## config.mk

```make
export PLATFORM = sky130hd
export DESIGN_NAME = display_mux_ctrl
export DESIGN_NICKNAME = d
export VERILOG_FILES = /design/src/rtl/display_pkg.sv /design/src/rtl/display_sync.sv /design/src/rtl/display_mux_ctrl.sv
export SDC_FILE = /design/constraint.sdc
export NUM_CORES = 1
export LEC_CHECK = 0
export ABC_CLOCK_PERIOD_IN_PS = 1900
export CAP_MARGIN = 30
export CORE_MARGIN = 1
export CORE_UTILIZATION = 50
export DETAILED_ROUTE_END_ITERATION = 10
export MAX_ROUTING_LAYER = met4
export PLACE_DENSITY_LB_ADDON = 0.08
export RECOVER_POWER = 25
export SYNTH_ARGS = -nofsm -noshare
export SYNTH_HDL_FRONTEND = slang
export SYNTH_HIERARCHICAL = 1
export SYNTH_SLANG_ARGS = --single-unit
```

## constraint.sdc

```tcl
create_clock -name clk -period 1.9 [get_ports clk]
set_input_delay 0.57 -clock clk [delete_from_list [all_inputs] [get_ports clk]]
set_output_delay 0.57 -clock clk [all_outputs]
set_load 0.02 [all_outputs]
```

## src/rtl/display_pkg.sv

```systemverilog
// Shared types and constants for the dual-digit display multiplexer.
package display_pkg;

    typedef enum logic [1:0] {
        SHOW_A,
        BLANK_A,
        SHOW_B,
        BLANK_B
    } mux_state_t;

    localparam int DEF_REFRESH_CYCLES = 100000;
    localparam int DEF_BLANK_CYCLES   = 2000;

    localparam int SIM_REFRESH = 4;
    localparam int SIM_BLANK   = 1;

endpackage

```

## src/rtl/display_sync.sv

```systemverilog
// Parameterized-width two-flop synchronizer with asynchronous reset.
module display_sync #(
    parameter int WIDTH = 8
) (
    input  logic             clk,
    input  logic             reset,
    input  logic [WIDTH-1:0] d,
    output logic [WIDTH-1:0] q
);

    logic [WIDTH-1:0] meta;

    always_ff @(posedge clk or posedge reset) begin
        if (reset) begin
            meta <= '0;
            q    <= '0;
        end else begin
            meta <= d;
            q    <= meta;
        end
    end

endmodule

```

## src/rtl/display_mux_ctrl.sv

```systemverilog
// Time-multiplexes two switch nibbles onto one seven-segment decoder,
// with per-frame snapshots, blanking between digits and a registered sum.
module display_mux_ctrl
    import display_pkg::*;
#(
    parameter int REFRESH_CYCLES = DEF_REFRESH_CYCLES,
    parameter int BLANK_CYCLES   = DEF_BLANK_CYCLES
) (
    input  logic       clk,
    input  logic       reset,
    input  logic [3:0] switch1,
    input  logic [3:0] switch2,
    output logic [3:0] digit,
    output logic       anode1_n,
    output logic       anode2_n,
    output logic [4:0] leds,
    output logic       frame_start
);

    localparam int MAXD = (REFRESH_CYCLES > BLANK_CYCLES) ?
                          REFRESH_CYCLES : BLANK_CYCLES;
    localparam int CW   = $clog2(MAXD + 1);
    localparam int BL   = (BLANK_CYCLES == 0) ? 0 : BLANK_CYCLES - 1;
    localparam logic [CW-1:0] SHOW_LAST  = CW'(REFRESH_CYCLES - 1);
    localparam logic [CW-1:0] BLANK_LAST = CW'(BL);
    localparam logic NO_BLANK = (BLANK_CYCLES == 0);

    mux_state_t    state;
    mux_state_t    next_state;
    mux_state_t    succ;
    logic [CW-1:0] count;
    logic          started;
    logic          done;
    logic [7:0]    sw_sync;
    logic [3:0]    snap_a;
    logic [3:0]    snap_b;

    display_sync #(.WIDTH(8)) u_sync (
        .clk   (clk),
        .reset (reset),
        .d     ({switch1, switch2}),
        .q     (sw_sync)
    );

    // The first edge out of reset always closes BLANK_B, whatever its length.
    always_comb begin
        done = 1'b0;
        succ = state;
        unique case (state)
            SHOW_A: begin
                done = (count == SHOW_LAST);
                succ = NO_BLANK ? SHOW_B : BLANK_A;
            end
            BLANK_A: begin
                done = NO_BLANK || (count == BLANK_LAST);
                succ = SHOW_B;
            end
            SHOW_B: begin
                done = (count == SHOW_LAST);
                succ = NO_BLANK ? SHOW_A : BLANK_B;
            end
            BLANK_B: begin
                done = !started || NO_BLANK || (count == BLANK_LAST);
                succ = SHOW_A;
            end
        endcase
        next_state = done ? succ : state;
    end

    // Outputs are loaded from next_state so pins switch with the state.
    always_ff @(posedge clk or posedge reset) begin
        if (reset) begin
            state       <= BLANK_B;
            count       <= '0;
            started     <= 1'b0;
            snap_a      <= '0;
            snap_b      <= '0;
            digit       <= '0;
            anode1_n    <= 1'b1;
            anode2_n    <= 1'b1;
            leds        <= '0;
            frame_start <= 1'b0;
        end else begin
            started     <= 1'b1;
            frame_start <= 1'b0;
            if (done) begin
                state <= next_state;
                count <= '0;
                unique case (next_state)
                    SHOW_A: begin
                        snap_a      <= sw_sync[7:4];
                        snap_b      <= sw_sync[3:0];
                        leds        <= {1'b0, sw_sync[7:4]} +
                                       {1'b0, sw_sync[3:0]};
                        digit       <= sw_sync[7:4];
                        anode1_n    <= 1'b0;
                        anode2_n    <= 1'b1;
                        frame_start <= 1'b1;
                    end
                    SHOW_B: begin
                        digit    <= snap_b;
                        anode1_n <= 1'b1;
                        anode2_n <= 1'b0;
                    end
                    BLANK_A, BLANK_B: begin
                        anode1_n <= 1'b1;
                        anode2_n <= 1'b1;
                    end
                endcase
            end else begin
                count <= count + 1'b1;
            end
        end
    end

endmodule

```

==> results.py <==
metrics = {
    "synthesis": {
        "yosysWarnings": 6,
        "synth_cells": 182,
        "ys_seq_area_share_pct": 57.3,
        "yosys.area.top_type": "dfrtp_1",
        "synthDistinctLibCells": 37,
        "synth_top_area_share_pct": 52.7,
        "avgSynthCellArea_um2": 12.5,
        "syn_nets": 202,
        "yosys-top-cells-area": "dfrtp_1, mux2_2, ha_1",
        "ys_seq_elements": 52,
        "synthFlopType": "dfrtp_1",
        "async_reset_ff_share_pct": 100,
        "synth_edf_count": 0,
        "synth_area_um2": 2280,
    },
    "floorplanning": {
        "start_util_pct": 52.4,
        "ios": 22,
        "fp-row-count": 24,
        "die_h_um": 69.5,
        "core_um2": 4350,
        "dieArea_um2": 4830,
        "dieWidth_um": 69.5,
    },
    "route": {
        "top_layer": "met4",
        "first_pass_iters": 4,
        "met2_length_mm": 2.45,
        "wl_mm": 4.49,
        "routed_via_density": 5.32,
        "dr_wl_met3_um": 131,
        "drt_iter0_markers": 68,
        "vias": 1521,
        "drt-met1-wl_mm": 1.85,
        "wl_per_cell_um": 15.7,
        "drtAntennaViolNets": 0,
        "drcViolationCount": 0,
    },
    "critical_path": {
        "start_kind": "register",
        "worstPathArrival_ns": 2.20,
        "reg2reg_slack_ns": -0.07,
        "reg2regPathDepth": 7,
        "endpoint_kind": "register",
        "path_max_fanout": 5,
        "required_ns": 2.13,
        "criticalPathCategory": "reg2reg",
    },
    "clocking": {
        "clockRootBuffer": "clkbuf_8",
        "htree_num_levels": 2,
        "clock-sinks": 52,
        "ctsLongestPathBuffers": 2,
        "cts_made_buffers": 5,
        "clkLatencyLatePin_ns": 0.30,
        "cts.reportedPaths.clkPinSlew_ns": 0.09,
        "hold_buffers": 0,
        "cts_tree": "built",
    },
    "placed_design": {
        "placed_cell_area_um2": 2710,
        "io_buffers": 21,
        "dp_hpwl_mm": 2.99,
        "dp.cells": 273,
        "gp_congestion": 0.766,
    },
    "timing": {
        "timing.fmax_mhz": 507,
        "grt_setup_unrepaired": "true",
        "drv_slew": 0,
        "fin_skew_ns": 0.0105,
        "final-setup-viol-count": 27,
        "layout_min_cycle_time_ns": 1.97,
        "final_hold_viol_count": 0,
        "fin_ws_ns": -0.0727,
        "relSlewSlack_pct": 47.2,
        "worst_pin_slew_ns": 0.792,
        "setup-tns-final_ns": -0.876,
        "period_share_pct": 104,
    },
    "min_path": {
        "min_path_type": "reg2reg",
        "holdPathStages": 0,
    },
    "cells_and_area": {
        "area_delta_synth_final_pct": 30.8,
        "finalNonFillerCells": 286,
        "fin_area_um2": 2980,
        "fillers": 307,
        "drive_gt1_share_pct": 35.0,
        "diodes": 0,
        "fin_nets": 253,
    },
    "power": {
        "leakagePower_nw": 1.33,
        "vdd_drop_max_uv": 590,
        "pwr_density_cell_nw_per_um2": 623,
    },
    "global_route": {
        "grt_pass1_vias": 1558,
        "antenna_found_initial": 0,
        "grt_max_degree": 37,
        "grt_overflow_total": 0,
        "gr-usage-all-layers_pct": 19.9,
        "grt_pass1_wl_mm": 7.29,
    },
    "flow_run": {
        "cap_viol_max_count": 0,
    },
    "status": {
        "violations": "negative setup slack",
        "status": "finished, violations left",
    },
}
final timing paths:
path	from	end
min in group asynchronous	reset	count[9]
max	state[1]	anode2_n
max reg2reg	state[1]	anode2_n
max in group asynchronous	reset	u_sync/q[7]
min	u_sync/meta[1]	u_sync/q[1]
min reg2reg	u_sync/meta[1]	u_sync/q[1]
worst max-delay path: stages, from the launching register on:
cell and delay (ns):
dfstp_2 0.60, inv_2 0.08, ha_4 0.17, nor2_4 0.10
nand3b_1 0.18, nor2_1 0.07, o31a_4 0.40, mux2_4 0.31
cells in the final DEF, fill, tap and decap left out, types with 7 or more instances in the layout:
master | netlist | final
dfrtp_1 | 48 | 48
buf_4 | 1 | 22
nor2_1 | 22 | 15
clkdlybuf4s50_1 | 0 | 10
mux2_2 | 17 | 9
nand2_1 | 10 | 9
xnor2_1 | 9 | 9
dlygate4sd3_1 | 0 | 9
mux2_4 | 0 | 8
xor2_1 | 8 | 8
inv_1 | 9 | 7
cells by family (layout without fill, tap and decap cells):
| family | Yosys count | in the layout | synth area share (%) |
|---|---|---|---|
| xor gates and xnor gates | 17 | 17 | 6.53 |
| muxes | 18 | 18 | 8.84 |
| AOI/OAI and AO/OA | 10 | 10 | 3.24 |
| buffers and inverters | 13 | 65 | 2.96 |
| other | 1 | 1 | 0.164 |
| DFF | 52 | 52 | 57.3 |
| adders and majority gates | 10 | 10 | 5.82 |
| and+or+nand+nor | 61 | 61 | 15.1 |
layout make-up:
| class | instances | area [µm²] | share of cell area (%) |
|---|---|---|---|
| tap | 52 | 65.1 | 2.18 |
| sequential | 52 | 1310 | 43.8 |
| inverter | 10 | 45.0 | 1.51 |
| clock inverter | 1 | 7.51 | 0.252 |
| clock buffer | 7 | 86.3 | 2.89 |
| timing repair buffer | 47 | 428 | 14.3 |
| multi-input combinational | 117 | 1040 | 35.0 |
synthesized netlist by cell type, types with 2 or more instances:
library cell	number
nand2_1	10
dfstp_2	4
o21a_1	2
nor2_1	22
nand3_1	6
and4bb_2	3
and3_1	2
nand4_1	3
o21ai_0	2
nor2b_1	2
ha_1	9
xnor2_1	9
nor4_1	3
xor2_1	8
mux2_2	17
and4_1	2
dfrtp_1	48
inv_1	9
a21oi_1	2
buf_6	2
stage by stage:
stage | total power [mW] | worst slack [ns] | utilization (%) | hold WS [ns]
2_1_floorplan | 1.20 | 0.00125 | - | 0.331
3_3_place_gp | 1.24 | -0.0109 | 62.3 | 0.332
3_5_place_dp | 1.24 | -0.0503 | 62.3 | 0.337
4_1_cts | 1.87 | -0.0324 | 65.9 | 0.357
5_1_grt | 1.93 | -0.120 | 68.5 | 0.365
6_report | 1.86 | -0.0727 | 68.5 | 0.354
state kept, by name (all words and copies together) (netlist names):
register	cells
count	17
snap_b	4
digit	4
anode2_n	1
started	1
leds	5
u_sync/meta	8
anode1_n	1
u_sync/q	8
frame_start	1
state	2
report_power, final:
part	total, mW	internal, mW	switching, mW
Clock	0.642	0.296	0.345
Combinational	0.0831	0.0393	0.0438
Sequential	1.13	1.12	0.00829
Total	1.86	1.46	0.397
repair_timing:
action / in CTS / in global routing
pin swaps: 3 / 8
setup endpoints to repair: 29 / 28
resized for setup: 15 / 25
buffers inserted: 2 / 3
layer usage:
metal,GRT usage (%),up-vias
met4,6.12,0
li1,-,720
met3,4.36,7
met1,24.2,757
met2,33.2,37
met5,-,-
(Power assumes the default switching activity.)
